--- src/rtl/regfile_pkg.sv ---
// ============================================================================
// Module  : regfile_pkg
// Purpose : Shared defaults, write-request type and port-priority helper for
//           the multiport register file.
// Rev     : 1.0
// ============================================================================
`default_nettype none

package regfile_pkg;

    localparam int WIDTH_DEF = 4;
    localparam int DEPTH_DEF = 8;
    localparam int NWR_DEF   = 2;
    localparam int NRD_DEF   = 2;
    localparam int COUNT_W   = 8;

    // Requests are carried at fixed maximum widths so one type serves every
    // parameterisation; unused write ports are tied off with we=0.
    localparam int MAX_PORTS  = 4;
    localparam int REQ_ADDR_W = 16;
    localparam int REQ_DATA_W = 64;

    typedef struct packed {
        logic                  we;
        logic [REQ_ADDR_W-1:0] addr;
        logic [REQ_DATA_W-1:0] data;
    } wr_req_t;

    // Highest-index enabled port addressing the entry wins; -1 means no writer.
    function automatic int winning_port(input wr_req_t [MAX_PORTS-1:0] req,
                                        input int                      entry);
        int win;
        win = -1;
        for (int i = 0; i < MAX_PORTS; i++) begin
            if (req[i].we && (req[i].addr == REQ_ADDR_W'(entry))) begin
                win = i;
            end
        end
        return win;
    endfunction

endpackage

`default_nettype wire

--- src/rtl/multiport_regfile_write_arbiter.sv ---
// ============================================================================
// Module  : write_arbiter
// Purpose : Per-entry write resolution: enable, winning data and collision.
// Rev     : 1.0
// ============================================================================
`default_nettype none

module write_arbiter
    import regfile_pkg::*;
#(
    parameter int WIDTH = WIDTH_DEF,
    parameter int ENTRY = 0
) (
    input  wr_req_t [MAX_PORTS-1:0] req_i,
    output logic                    en_o,
    output logic [WIDTH-1:0]        data_o,
    output logic                    collision_o
);

    int         win;
    logic [2:0] hits;

    always_comb begin
        win  = winning_port(req_i, ENTRY);
        hits = '0;
        for (int i = 0; i < MAX_PORTS; i++) begin
            if (req_i[i].we && (req_i[i].addr == REQ_ADDR_W'(ENTRY))) begin
                hits = hits + 3'd1;
            end
        end
        en_o        = (win >= 0);
        data_o      = en_o ? WIDTH'(req_i[2'(win)].data) : '0;
        collision_o = (hits > 3'd1);
    end

endmodule

`default_nettype wire

--- src/rtl/multiport_regfile.sv ---
// ============================================================================
// Module  : multiport_regfile
// Purpose : NWR-write / NRD-read flip-flop register file with registered
//           reads, highest-port-wins writes and a saturating collision count.
//           Define REGFILE_BYPASS_EN for write-first reads (default read-first).
// Rev     : 1.0
// ============================================================================
`default_nettype none

module multiport_regfile
    import regfile_pkg::*;
#(
    parameter  int WIDTH  = WIDTH_DEF,
    parameter  int DEPTH  = DEPTH_DEF,
    parameter  int NWR    = NWR_DEF,
    parameter  int NRD    = NRD_DEF,
    localparam int ADDR_W = $clog2(DEPTH)
) (
    input  logic                  clk,
    input  logic                  reset,
    input  logic [NWR-1:0]        we,
    input  logic [NWR*ADDR_W-1:0] waddr,
    input  logic [NWR*WIDTH-1:0]  wdata,
    input  logic [NRD*ADDR_W-1:0] raddr,
    output logic [NRD*WIDTH-1:0]  rdata,
    output logic                  collision,
    input  logic                  clr_count,
    output logic [COUNT_W-1:0]    collision_count
);

    wr_req_t [MAX_PORTS-1:0] req;
    logic [DEPTH-1:0]        wen;
    logic [DEPTH-1:0]        ent_coll;
    logic [WIDTH-1:0]        wsel   [DEPTH];
    logic [WIDTH-1:0]        mem_q  [DEPTH];
    logic [WIDTH-1:0]        mem_d  [DEPTH];
    logic [WIDTH-1:0]        rd_src [DEPTH];
    logic [NRD*WIDTH-1:0]    rdata_q, rdata_d;
    logic                    collision_q, collision_d;
    logic [COUNT_W-1:0]      count_q, count_d;

    always_comb begin
        req = '0;
        for (int i = 0; i < NWR; i++) begin
            req[i].we   = we[i];
            req[i].addr = REQ_ADDR_W'(waddr[i*ADDR_W +: ADDR_W]);
            req[i].data = REQ_DATA_W'(wdata[i*WIDTH +: WIDTH]);
        end
    end

    // Out-of-range addresses match no entry, so they neither write nor collide.
    for (genvar e = 0; e < DEPTH; e++) begin : g_entry
        write_arbiter #(
            .WIDTH (WIDTH),
            .ENTRY (e)
        ) u_arb (
            .req_i       (req),
            .en_o        (wen[e]),
            .data_o      (wsel[e]),
            .collision_o (ent_coll[e])
        );
    end

    always_comb begin
        for (int e = 0; e < DEPTH; e++) begin
            mem_d[e] = wen[e] ? wsel[e] : mem_q[e];
        end
    end

`ifdef REGFILE_BYPASS_EN
    assign rd_src = mem_d;
`else
    assign rd_src = mem_q;
`endif

    always_comb begin
        rdata_d = '0;
        for (int j = 0; j < NRD; j++) begin
            if (int'(raddr[j*ADDR_W +: ADDR_W]) < DEPTH) begin
                rdata_d[j*WIDTH +: WIDTH] = rd_src[raddr[j*ADDR_W +: ADDR_W]];
            end
        end
    end

    always_comb begin
        collision_d = |ent_coll;
        count_d     = count_q;
        if (clr_count) begin
            count_d = '0;
        end else if (collision_d && (count_q != '1)) begin
            count_d = count_q + COUNT_W'(1);
        end
    end

    always_ff @(posedge clk or posedge reset) begin
        if (reset) begin
            for (int e = 0; e < DEPTH; e++) begin
                mem_q[e] <= '0;
            end
            rdata_q     <= '0;
            collision_q <= 1'b0;
            count_q     <= '0;
        end else begin
            for (int e = 0; e < DEPTH; e++) begin
                mem_q[e] <= mem_d[e];
            end
            rdata_q     <= rdata_d;
            collision_q <= collision_d;
            count_q     <= count_d;
        end
    end

    assign rdata           = rdata_q;
    assign collision       = collision_q;
    assign collision_count = count_q;

endmodule

`default_nettype wire

--- config.mk ---
export PLATFORM = sky130hd
export DESIGN_NAME = multiport_regfile
export DESIGN_NICKNAME = d
export VERILOG_FILES = /design/src/rtl/regfile_pkg.sv /design/src/rtl/multiport_regfile_write_arbiter.sv /design/src/rtl/multiport_regfile.sv
export SDC_FILE = /design/constraint.sdc
export NUM_CORES = 1
export LEC_CHECK = 0
export BUFFER_PORTS_ARGS = -buffer_cell sky130_fd_sc_hd__buf_4
export CAP_MARGIN = 30
export CORE_UTILIZATION = 50
export CTS_CLUSTER_SIZE = 40
export DETAILED_ROUTE_END_ITERATION = 16
export GPL_TIMING_DRIVEN = 0
export PLACE_DENSITY = 0.74
export SLEW_MARGIN = 20
export SYNTH_ARGS = -nofsm -noshare
export SYNTH_HDL_FRONTEND = slang
export SYNTH_SLANG_ARGS = --single-unit
--- constraint.sdc ---
create_clock -name clk -period 1.7 [get_ports clk]
set_input_delay 0.17 -clock clk [delete_from_list [all_inputs] [get_ports clk]]
set_output_delay 0.17 -clock clk [all_outputs]
set_load 0.005 [all_outputs]
==> results.toml <==
[critical_path]
arrival_ns = 1.87
slowest_delay_ns = 0.40
cp_num_buf_inv = 1
worstSetupStartpointType = "flop"
crit_chain = "ha_2 > nand2_2 > or3_4 > nand4_1 > buf_4 > or3_1 > a21oi_1"
cp_max_fo = 4
required_ns = 1.93
cp-end-kind = "flop"
r2r-start = "collision_count[0]$_DFFE_PP0P_"
r2r_slack_ns = 0.06
crit_start = "collision_count[0]$_DFFE_PP0P_"
worst_path_max_delay_cell = "dfrtp_1"
critical_path_class = "flop to flop"
reg2reg_to = "collision_count[3]$_DFFE_PP0P_"
crit_family = "simple AND/OR/NAND/NOR gates"
reg2reg_depth = 7

[power]
swShare = 0.280
p_int_uw = 2270
peakVddDrop_uv = 419
switchingPower_uw = 883
p_leak_uw = 0.00151
pwr-share-comb = 0.237
seqPwrFrac = 0.487
pwr-share-clk = 0.276
powerDensity_nw_per_um2 = 910

[die]
io_pins = 42
die_y_um = 79.3
rows = 27
die-area_sq_um = 6290
core_area_sq_um = 5640
start_util = 0.530
die_x_um = 79.3

[synth]
synth-edff-count = 0
netlist_top_cells_area = "dfrtp_1 41%, mux4_2 12%, mux2i_1 11%"
ys_types = 38
yosysSeqAreaShare = 0.410
synth_area_leader_cell = "dfrtp_1"
syn_inst = 256
syn_nets = 282
syn_area_per_cell_sq_um = 11.7
ys.flop_type = "dfrtp_1"
synthArstFlopShare = 1.00
ys_seq_elements = 49
yosys_warnings = 0
synth_top_area_frac = 0.410
syn-cell-area_sq_um = 2990

[clock_tree]
cts.clk_slew.worst_paths_ns = 0.10
clkSinkCount = 49
cts_tree = "built"
clock_latency_ns = 0.31
cts-htree-levels = 2
cts_root_buffer = "clkbuf_8"
clock_path_buffers = 2
cts_made_buffers = 5

[sta]
relSlewSlack = 0.487
period_share = 0.965
tightest_slew_ns = 0.770
fin_crit_ns = 1.64
finalHoldViolCount = 0
setup_viol = 0
fin_tns_setup_ns = 0
finalMaxSlewViolations = 0
fmax_mhz = 610
rsz0062_at_grt = "yes"
fin_skew_ns = 0.00916

[global_routing]
first_global_vias = 2234
grt_max_degree = 30
antenna_found_initial = 0
grt_usage = 0.249
grt_pass1_wl_um = 11500
overflow = 0

[place]
io_buffers = 20
hpwl_um = 4740
gp_congestion = 0.801

[drt]
drt_pass1_iterations = 4
via_per_inst = 5.96
ant_nets = 0
drt-wirelength-per-cell_um = 19.0
vias = 2187
drt-initial-drc-count = 264
totalWireLength_um = 6980
drc = 0

[finish]
multi_input_area_sq_um = 1600
area.sequential_sq_um = 1230
area_growth_pct = 15.8
final_nets = 320
final_cell_mix = "48 x dfrtp_1, 34 x buf_4, 33 x mux2i_1"
utilization = 0.613
n_antenna_cell = 0
post_route_cells_drive_above_1_share = 0.336
final_common_cell = "dfrtp_1"
fill_cells = 470

[job]
maxCapViolations = 0

[outcome]
status = "finished, final reports clean"

[worst_hold_path]
hold_path_depth = 2
hold_path_class = "input pin to flop"
worstHoldEndpoint = "rdata[7]$_DFF_PP0_"
worstHoldStart = "raddr[5]"
==> cell families after synthesis <==
kind of cell               share of synthesized area
and+or+nand+nor                                0.154
muxes                                          0.266
DFF                                            0.410
buffers and inverters                         0.0590
AOI/OAI and AO/OA                              0.106
adders and majority gates                    0.00419
==> through the flow <==
| stage | setup WS, ns | power (uW) | std cells | hold WS, ns | area [sq um] |
|---|---|---|---|---|---|
| after CTS | -0.00548 | 3150 | 363 | 0.155 | 3430 |
| after detailed placement | -0.225 | 2290 | 349 | 0.319 | 3260 |
| after floorplan | -0.0114 | 2040 | 256 | 0.329 | 2990 |
| after global placement | -0.335 | 2240 | 348 | 0.489 | 3230 |
| after global routing | -0.0568 | 3300 | 367 | 0.166 | 3460 |
| final | 0.0598 | 3150 | 367 | 0.159 | 3460 |
==> flip-flops by register name (all words and copies together) (netlist names) <==
register and flops:
collision 1, mem_q 32, rdata 8, collision_count 8
==> area by class of cell <==
class	instances	share of cell area
clock buffer	5	0.0199
clock inverter	3	0.0134
tap	72	0.0260
multi-input combinational	175	0.461
buffer	28	0.0466
inverter	4	0.00434
timing repair buffer	31	0.0738
sequential	49	0.355
==> routing by layer <==
layer	GRT usage	part of all wire	up-vias
met5	0	0	-
met4	0.109	0.016	0
met3	0.0598	0.071	12
met2	0.365	0.47	77
met1	0.349	0.44	1079
li1	-	-	1019
==> power by group through the flow <==
stage | Clock (uW) | Combinational [uW] | Sequential, uW
floorplan | 0 | 522 | 1520
global placement | 0 | 711 | 1530
detailed placement | 0 | 741 | 1550
CTS | 878 | 744 | 1530
global route | 918 | 813 | 1570
finish | 870 | 746 | 1530
==> cells in the mapped netlist, drive strengths merged (2+ instances only) <==
library cell and n:
buf 18, nand2 21, mux4 16, and4bb 3, or3 4, nand4b 6
or4 2, dfrtp 49, a21oi 21, clkbuf 10, nand4 5, mux2i 33
nor2b 2, o21ai 19, nor2 17, o31ai 2, inv 4, nor4bb 3
mux2 9, nor4b 2
==> what timing repair did <==
item,in CTS,in global routing
pin swaps,5,4
endpoints found under the hold margin,28,0
setup endpoints to repair,4,5
gates resized for setup,3,1
setup buffers,5,4
hold buffers,1,0
==> how the worst max path moves through the flow <==
stage / end / cells after the start
final: collision_count[3]$_DFFE_PP0P_ / 7
after global routing: collision_count[3]$_DFFE_PP0P_ / 7
after detailed placement: collision_count[7]$_DFFE_PP0P_ / 6
after floorplan: collision_count[0]$_DFFE_PP0P_ / 7
after global placement: mem_q[2]$_DFFE_PP0P_ / 2
after CTS: collision_count[7]$_DFFE_PP0P_ / 6
Power figures use the tool's default switching activity.
